--- src/rtl/audio_pkg.sv ---
// Shared constants and state type for the I2S audio transmit path.
// Frame geometry is fixed at 64 bit-clock slots per stereo frame.
package audio_pkg;
   localparam int FRAME_SLOTS    = 64;
   localparam int LEFT_MSB_SLOT  = 1;
   localparam int RIGHT_MSB_SLOT = 33;

   typedef enum logic {
      IDLE,
      RUN
   } tx_state_t;
endpackage

--- src/rtl/audio_fifo.sv ---
// Small power-of-two sample FIFO with occupancy count.
// Pushes while full and pops while empty are ignored.
module audio_fifo #(
   parameter int WIDTH = 20,
   parameter int DEPTH = 4
) (
   input  logic                   clock,
   input  logic                   reset,
   input  logic                   push,
   input  logic [WIDTH-1:0]       wdata,
   input  logic                   pop,
   output logic [WIDTH-1:0]       rdata,
   output logic [$clog2(DEPTH):0] level
);
   localparam int AW = $clog2(DEPTH);

   logic [WIDTH-1:0] mem [DEPTH];
   logic [AW-1:0]    wptr;
   logic [AW-1:0]    rptr;
   logic             do_push;
   logic             do_pop;

   assign do_push = push && (level != (AW+1)'(DEPTH));
   assign do_pop  = pop && (level != '0);
   assign rdata   = mem[rptr];

   always_ff @(posedge clock) begin
      if (do_push) mem[wptr] <= wdata;
   end

   always_ff @(posedge clock) begin
      if (reset) begin
         wptr  <= '0;
         rptr  <= '0;
         level <= '0;
      end else begin
         if (do_push) wptr <= wptr + 1'b1;
         if (do_pop) rptr <= rptr + 1'b1;
         case ({do_push, do_pop})
            2'b10:   level <= level + 1'b1;
            2'b01:   level <= level - 1'b1;
            default: level <= level;
         endcase
      end
   end
endmodule

--- src/rtl/dac_i2s_tx.sv ---
// Mono-to-stereo I2S transmitter fed by a CPU output port through a FIFO.
// All serial outputs are registered; data and word select move as bclk falls.
module dac_i2s_tx #(
   parameter int DWIDTH    = 32,
   parameter int SAMPLEW   = 20,
   parameter int BCLKDIV   = 2,
   parameter int FIFODEPTH = 4
) (
   input  logic                         clock,
   input  logic                         reset,
   input  logic                         wvalid,
   input  logic [DWIDTH-1:0]            wdata,
   output logic                         wready,
   input  logic                         enable,
   input  logic                         underrun_clr,
   output logic                         bclk,
   output logic                         lrclk,
   output logic                         sdata,
   output logic                         underrun,
   output logic [$clog2(FIFODEPTH):0]   level
);
   import audio_pkg::*;

   localparam int LW    = $clog2(FIFODEPTH) + 1;
   localparam int DIVW  = $clog2(2 * BCLKDIV);
   localparam int SLOTW = $clog2(FRAME_SLOTS);
   localparam logic [DIVW-1:0] DIV_LAST = DIVW'(2 * BCLKDIV - 1);
   localparam logic [DIVW-1:0] DIV_HIGH = DIVW'(BCLKDIV);

   tx_state_t          state;
   logic [DIVW-1:0]    div;
   logic [SLOTW-1:0]   slot;
   logic [SAMPLEW-1:0] sample;
   logic [SAMPLEW-1:0] rdata;
   logic               push;
   logic               pop;
   logic               empty;
   logic               slot_end;
   logic               frame_end;
   logic [DIVW-1:0]    div_n;
   logic [SLOTW-1:0]   slot_n;
   logic [SAMPLEW-1:0] sample_n;
   logic [6:0]         pos;
   logic [SAMPLEW-1:0] shifted;
   logic               bit_n;
   logic               unused_hi;

   assign unused_hi = ^wdata[DWIDTH-1:SAMPLEW];

   assign wready    = level != LW'(FIFODEPTH);
   assign push      = wvalid && wready;
   assign empty     = level == '0;
   assign slot_end  = div == DIV_LAST;
   assign frame_end = (state == RUN) && slot_end &&
                      (slot == SLOTW'(FRAME_SLOTS - 1));
   assign pop       = enable && !empty &&
                      ((state == IDLE) || frame_end);

   audio_fifo #(
      .WIDTH (SAMPLEW),
      .DEPTH (FIFODEPTH)
   ) u_fifo (
      .clock (clock),
      .reset (reset),
      .push  (push),
      .wdata (wdata[SAMPLEW-1:0]),
      .pop   (pop),
      .rdata (rdata),
      .level (level)
   );

   // Position of the next slot relative to its channel MSB slot.
   always_comb begin
      div_n    = slot_end ? '0 : div + 1'b1;
      slot_n   = slot_end ? slot + 1'b1 : slot;
      sample_n = sample;
      if (frame_end) sample_n = empty ? '0 : rdata;
      pos      = 7'(slot_n) - 7'(slot_n[SLOTW-1] ? RIGHT_MSB_SLOT
                                                 : LEFT_MSB_SLOT);
      shifted  = sample_n << pos;
      bit_n    = !pos[6] && (pos < 7'(SAMPLEW)) &&
                 shifted[SAMPLEW-1];
   end

   always_ff @(posedge clock) begin
      if (reset) begin
         state    <= IDLE;
         div      <= '0;
         slot     <= '0;
         sample   <= '0;
         bclk     <= 1'b0;
         lrclk    <= 1'b0;
         sdata    <= 1'b0;
         underrun <= 1'b0;
      end else begin
         if (frame_end && enable && empty) underrun <= 1'b1;
         else if (underrun_clr) underrun <= 1'b0;

         unique case (state)
            IDLE: begin
               if (enable && !empty) begin
                  state  <= RUN;
                  div    <= '0;
                  slot   <= '0;
                  sample <= rdata;
               end
            end
            RUN: begin
               if (frame_end && !enable) begin
                  state <= IDLE;
                  div   <= '0;
                  slot  <= '0;
                  bclk  <= 1'b0;
                  lrclk <= 1'b0;
                  sdata <= 1'b0;
               end else begin
                  div    <= div_n;
                  slot   <= slot_n;
                  sample <= sample_n;
                  bclk   <= div_n >= DIV_HIGH;
                  if (div_n == '0) begin
                     lrclk <= slot_n[SLOTW-1];
                     sdata <= bit_n;
                  end
               end
            end
         endcase
      end
   end
endmodule

--- config.mk ---
export PLATFORM = sky130hd
export DESIGN_NAME = dac_i2s_tx
export DESIGN_NICKNAME = d
export VERILOG_FILES = /design/src/rtl/audio_pkg.sv /design/src/rtl/audio_fifo.sv /design/src/rtl/dac_i2s_tx.sv
export SDC_FILE = /design/constraint.sdc
export NUM_CORES = 1
export LEC_CHECK = 0
export CORE_UTILIZATION = 60
export CTS_BUF_LIST = sky130_fd_sc_hd__clkbuf_2 sky130_fd_sc_hd__clkbuf_4 sky130_fd_sc_hd__clkbuf_8
export CTS_CLUSTER_DIAMETER = 150
export DETAILED_ROUTE_END_ITERATION = 10
export PLACE_DENSITY = 0.82
export SKIP_LAST_GASP = 1
export SLEW_MARGIN = 5
export SYNTH_ARGS = -nofsm -noshare
export SYNTH_HDL_FRONTEND = slang
export SYNTH_SLANG_ARGS = --single-unit
export TNS_END_PERCENT = 5
--- constraint.sdc ---
create_clock -name clock -period 3.1 [get_ports clock]
set_input_delay 0.62 -clock clock [delete_from_list [all_inputs] [get_ports clock]]
set_output_delay 0.62 -clock clock [all_outputs]
set_load 0.01 [all_outputs]
# After elaboration in Yosys (flattened, before gate mapping)
# Memory sizes are Yosys's and may differ from the RTL's. A register that Yosys moved wholly into a read port is not among the register bits.
# Index checks and enable logic that the tools add are counted.
[word_totals]
mem_count = 1
ramBits = 80
ff_bits = 40
[memory_table]
columns = ["name", "words", "word_bits", "read_ports", "rd_clocked_by_memory_dff", "write_ports", "line", "rtl"]
rows = [
  ["u_fifo.mem", 4, 20, 1, 1, 1, "audio_fifo.sv:17", "logic [WIDTH-1:0] mem [DEPTH];"],
]
[classes]
shift = 1
eq_ne = 7
reduce_logical = 24
n_addsub = 7
bitwise_logic = 1
n_mux = 29
n_lt_le_gt_ge = 2
[ops]
columns = ["op", "n"]
rows = [
  ["20-bit two-way mux", 4],
  ["20-bit one-hot mux with 2 select lines", 1],
  ["6-bit two-way mux", 4],
  ["20-bit by 7-bit left shift with 20-bit output", 1],
  ["1-bit logical AND", 12],
  ["6-bit one-hot mux with 2 select lines", 1],
  ["1-bit two-way mux", 11],
  ["2-bit two-way mux", 5],
  ["7-bit by 5-bit < comparator with 1-bit output, second input constant", 1],
  ["6-bit by 6-bit subtractor with 7-bit output", 1],
  ["2-bit by 1-bit adder with 2-bit output, second input constant", 3],
  ["6-bit by 1-bit adder with 6-bit output, second input constant", 1],
  ["6-bit == test, second input constant", 1],
  ["3-bit one-hot mux with 2 select lines", 1],
  ["2-bit nonzero test", 3],
  ["2-bit == test, second input constant", 2],
  ["2-bit inequality test, second input constant", 2],
  ["2-bit one-hot mux with 2 select lines", 1],
  ["2-bit AND reduction", 2],
  ["3-bit by 1-bit adder with 3-bit output, second input constant", 1],
  ["1-bit zero test", 3],
  ["3-bit zero test", 1],
  ["3-bit inequality test, second input constant", 1],
  ["3-bit nonzero test", 1],
  ["other kinds (7)", 7],
]

# Logic depth before layout (Yosys ltp)
[depth]
ltp_word = 9
depth_mapped = 12
depth_no_buf = 11

# Cells and area by module
# Synthesis repeated with hierarchy kept, for this count alone.
[unflattened]
cells_unflattened = 396
area_unflattened_um2 = 5245.0
[by_module_without_submodules]
columns = ["mod", "cells_per_inst", "area_each_um2", "n_inst"]
rows = [
  ["audio_fifo", 154, 3374.5, 1],
  ["dac_i2s_tx", 242, 1870.5, 1],
]

# Worst setup path before layout
# No wires, ideal clock.
[synth_path]
kind = "reg-to-reg"
from = "register slot[0]"
to = "register u_fifo.level[2]"
setup_slack_ps = 433
t_arrival_ps = 2596
synth_period_minus_slack_ps = 2667
path_stages_with_launch = 12
t_required_ps = 3029
path_cell_list = "dfxtp_1 ha_1 and3_1 buf_4 nand3_2 a21oi_1 ha_1 inv_1 fa_1 xor2_1 or3_1 a21oi_1"
[synth_via]
elab_chain_cells = 7
[synth_rtl]
columns = ["item", "line", "rtl"]
rows = [
  ["from (decl)", "dac_i2s_tx.sv:32", "logic [SLOTW-1:0] slot;"],
  ["from (signal assigned)", "dac_i2s_tx.sv:118", "slot <= slot_n;"],
  ["6-bit == test *", "dac_i2s_tx.sv:55", "(slot == SLOTW'(FRAME_SLOTS - 1));"],
  ["1-bit logical AND *", "dac_i2s_tx.sv:54", "assign frame_end = (state == RUN) && slot_end &&"],
  ["1-bit logical OR *", "dac_i2s_tx.sv:57", "((state == IDLE) || frame_end);"],
  ["1-bit logical AND *", "dac_i2s_tx.sv:56", "assign pop = enable && !empty &&"],
  ["1-bit logical AND *", "audio_fifo.sv:24", "assign do_pop = pop && (level != '0);"],
  ["via u_fifo.do_pop", "audio_fifo.sv:21", "logic do_pop;"],
  ["2-bit by 1-bit == test with 1-bit output / 2-bit == test (equally long branches)", "audio_fifo.sv:39", "case ({do_push, do_pop})"],
  ["3-bit one-hot mux with 2 select lines / 2-bit nonzero test (equally long branches)", "-", ""],
  ["to (signal assigned)", "audio_fifo.sv:40", "2'b10: level <= level + 1'b1;"],
  ["to (signal assigned)", "audio_fifo.sv:41", "2'b01: level <= level - 1'b1;"],
  ["to (signal assigned)", "audio_fifo.sv:42", "default: level <= level;"],
  ["to (decl)", "audio_fifo.sv:13", "output logic [$clog2(DEPTH):0] level"],
]
# Mark *: on every way through the listed nets, which the timed path passes. The rest lies on a longest branch.
# A chain may end at the register's enable or synchronous reset.

# Worst setup path in the final report
[layout_path]
from = "register div[0]"
to = "register sdata"
[layout_via]
elab_chain_cells = 9
[layout_rtl]
columns = ["item", "line", "rtl"]
rows = [
  ["from (decl)", "dac_i2s_tx.sv:31", "logic [DIVW-1:0] div;"],
  ["from (signal assigned)", "dac_i2s_tx.sv:117", "div <= div_n;"],
  ["2-bit == test", "dac_i2s_tx.sv:53", "assign slot_end = div == DIV_LAST;"],
  ["6-bit two-way mux", "dac_i2s_tx.sv:75", "slot_n = slot_end ? slot + 1'b1 : slot;"],
  ["6-bit two-way mux", "dac_i2s_tx.sv:78", "pos = 7'(slot_n) - 7'(slot_n[SLOTW-1] ? RIGHT_MSB_SLOT"],
  ["6-bit by 6-bit subtractor with 7-bit output", "dac_i2s_tx.sv:78", ""],
  ["7-bit by 5-bit < comparator with 1-bit output / 1-bit zero test (equally long branches)", "dac_i2s_tx.sv:81", "bit_n = !pos[6] && (pos < 7'(SAMPLEW)) &&"],
  ["1-bit logical AND (2 in a row)", "dac_i2s_tx.sv:81", ""],
  ["1-bit two-way mux", "dac_i2s_tx.sv:121", "if (div_n == '0) begin"],
  ["1-bit two-way mux", "dac_i2s_tx.sv:109", "if (frame_end && !enable) begin"],
  ["to (signal assigned)", "dac_i2s_tx.sv:123", "sdata <= bit_n;"],
  ["to (decl)", "dac_i2s_tx.sv:18", "output logic sdata,"],
]
# Parallel ways exist; a longest one is shown, timed or not. The select of a mux whose other input is x is not followed.

==> metrics.md <==
| Metric | Value |
|---|---|
| Status | finished, final reports clean |
| Final Total Pwr | about 4.2 mW |
| CTS clock-pin slew for the worst setup and hold paths | 0.08 ns |
| Post-synth EDFFs | 80 |
| Final setup viols | 0 |
| Sequential share of the synthesized area | between 60 and 70% |
| FP Rows | 33 |
| Fin area | roughly 5900 um^2 |
| Count leader, synth | edfxtp_1 |
| CTS Buf Count | 17 |
| Post-placement cell area | around 5600 um^2 |
| GRT Util Overall | a little under a quarter |
| GP Congestion | about 0.87 |
| Worst slack, placed | 0.3123 ns |
| Vias in the first global route | about 3100 |
| DRC Markers | 0 |
| Final std cells w/o fill | between 500 and 600 |
| Period minus WS final | 2.736 ns |
| Finished Core Util | a little under three quarters |
| Starting Density | 62.62% |
| Die X | 94.84 um |
| H-tree depth | 4 |
| CTS root buffer | clkbuf_8 |
| Crit start category | flop |
| Avg Cell Area, Syn | 14.53 um^2 |
| Peak VDD IR | roughly 550 uV |
| Final hold slack | approximately 0.47 ns |
| Crit Path Max Fanout | 8 |
| Setup TNS | 0 ns |
| Max-slew violations | 0 |
| Sw Ratio | roughly 30% |
| Hold Crit Class | flop to flop |
| Largest cells by area after synthesis | edfxtp_1, dfxtp_1, mux4_1 |
| Distinct cell type count after synthesis | 52 |
| Synth Flop Type | edfxtp_1 |
| Relative slew slack | ~56% |
| Synth cell count leaders | edfxtp_1, dfxtp_1, a221oi_1 |
| Largest net degree at the start of global routing | 27 |
| Synth top area share | 46.46% |
| Detail Route Antenna Nets | 0 |
| Arrival time worst endpoint | 3.07 ns |
| Sink Count | 122 |
| Crit path largest cell delay | ~0.45 ns |
| Internal power | slightly below 3 mW |
| Leak | 2.063 nW |
| Clk_lat worst skew | 0.43 ns |
| Area delta synth->final | 14.98% |
| Ant diodes | 0 |
| Worst-margin pin slew | approximately 0.65 ns |
| Pwr per Cell Area | 714.6 nW/um^2 |
| WL/cell | about 18 um |
| CP cell instances | ha_1 -> buf_4 -> xor2_1 -> inv_1 -> ha_1 -> nand2b_1 -> o21ai_0 -> a221oi_1 -> nor3b_1 -> o41ai_1 -> o41ai_1 -> a311oi_1 |
| Clk pwr share | between 20 and 30% |
| Syn Inst Count | ~360 |
| Worst path required time | between 3 and 4 ns |
| Post-CTS Hold Buffers | 0 |
| Synth Register Bits | approximately 120 |
| CP Class | flop to flop |
| Die area | around 9000 um^2 |
| Fill count | around 550 |
| RSZ-0062 raised after global routing | no |
| CTS tree | yes |
| PnR worst setup slack | ~0.36 ns |
| Clk buf depth | 2 |
| Drt pass-1 iters | 5 |
| Crit end category | flop |
| Chip height | 94.84 um |
| Worst path slowest cell | a221oi_1 |
| Initial antenna violation count | 0 |
| DRT iter0 DRCs | about 280 |
| Grt ovf | 0 |
| Final hold violation count | 0 |
| Comb pwr share | a little under a quarter |
| Synth Cell Area | approximately 5200 um^2 |
| Ys Warns | 0 |
| NetSw | between 1 and 1.5 mW |
| Layout cells sized above 1 | between 10 and 15% |
| Via count | 3198 |
| Asr flop ratio synth | 0% |
| Post-CTS setup buffer count | 0 |
| Part of the power in registers | between 40% and 50% |
| Global-route wire length before repair | 15130 um |
| CTS resizes | 0 |
| MaxCap Viol Count | 0 |
| Core Area | between 8000 and 9000 um^2 |
| Ports | between 40 and 50 |
| Routed wire length | 9233 um |
| Fin crit share | between 80 and 90% |
| # placed instances | just under 500 |
| Nets@finish | between 400 and 500 |
| # port buffers | 32 |
| Skew final | 0.008450 ns |
| Via-to-Cell Ratio | 6.162 |
| Post-synth top area cell | edfxtp_1 |
| Fmax | ~0.37 GHz |
| Mapped Nets | roughly 400 |
| Hpwl dp | 5949 um |
-- worst max-delay path: cells and delay by family, from the launching register on --
kind | cells | cell delay (ns)
DFF | 1 | 0.37
adders and majority gates | 2 | 0.62
buffers and inverters | 2 | 0.30
xor gates and xnor gates | 1 | 0.19
AOI/OAI and AO/OA | 5 | 0.97
and+or+nand+nor | 2 | 0.20
-- cells in the final DEF, fill, tap and decap left out, drive strengths merged, types with 3 or more instances in the layout --
master | Yosys | layout
buf | 16 | 14
ha | 8 | 8
and2 | 3 | 3
nand2 | 19 | 19
nor4 | 3 | 3
clkinv | 0 | 7
clkdlybuf4s50 | 0 | 32
nand2b | 3 | 3
a22o | 18 | 18
and3 | 6 | 6
dfxtp | 42 | 42
nand3 | 4 | 4
inv | 14 | 21
o21ai | 8 | 8
nor2 | 20 | 20
or3 | 6 | 6
xnor2 | 6 | 6
clkbuf | 4 | 17
a21oi | 19 | 19
nor3 | 5 | 5
edfxtp | 80 | 80
a221oi | 21 | 21
mux4 | 20 | 20
xor2 | 5 | 5
-- path summary, 6_finish.rpt --
kind / startpoint / to / slack (ns) / cells after the start
worst max-delay path: div[0] / sdata / 0.36 / 12
worst min-delay path: bclk / bclk / 0.47 / 2
worst max register to register: div[0] / sdata / 0.36 / 12
worst min register to register: bclk / bclk / 0.47 / 2
-- registers in the layout, indices dropped and copies added (netlist names), named ones only --
signal	count
slot	6
underrun	1
u_fifo.mem	80
u_fifo.wptr	2
sdata	1
sample	20
lrclk	1
u_fifo.level	3
div	2
u_fifo.rptr	2
state	1
bclk	1
-- final cells by class --
type / instances / area [um^2] / area share, %
flip-flops and latches: 122 / 3243 / 54.55
multi-input cells: 200 / 1745 / 29.36
repair buffers: 46 / 425.4 / 7.155
clock buffers: 17 / 234.0 / 3.935
well taps: 105 / 131.4 / 2.210
clock inverters: 15 / 113.9 / 1.915
inverters: 14 / 52.55 / 0.8838
-- layer usage --
metal / up-vias / wire length, um / track usage (%)
met5: - / 0 / 0
met4: 0 / 154 / 13.76
met3: 17 / 393 / 5.878
met2: 99 / 4518 / 36.93
met1: 1570 / 4167 / 29.33
li1: 1512 / - / -
-- power groups by stage --
stage / sequential, mW / combinational (mW) / clock (mW)
after floorplan: 2.07 / 0.710 / 0
final: 2.05 / 0.959 / 1.24
after global placement: 2.08 / 0.942 / 0
after CTS: 2.05 / 0.973 / 1.26
after detailed placement: 2.09 / 0.970 / 0
after global routing: 2.08 / 1.06 / 1.34
-- logic make-up (layout without fill, tap and decap cells) --
group                    Yosys count  count (layout)  synth area share [%]
flip-flops                       122             122                 62.71
AO/OA/AOI/OAI                     83              83                 12.07
AND/OR/NAND/NOR                   75              75                 7.428
buffers and inverters             34              92                 3.532
multiplexers                      22              22                 10.07
XOR/XNOR                          11              11                 1.863
adder cells (fa/ha/maj)            9               9                 2.323
Power figures use the tool's default switching activity.
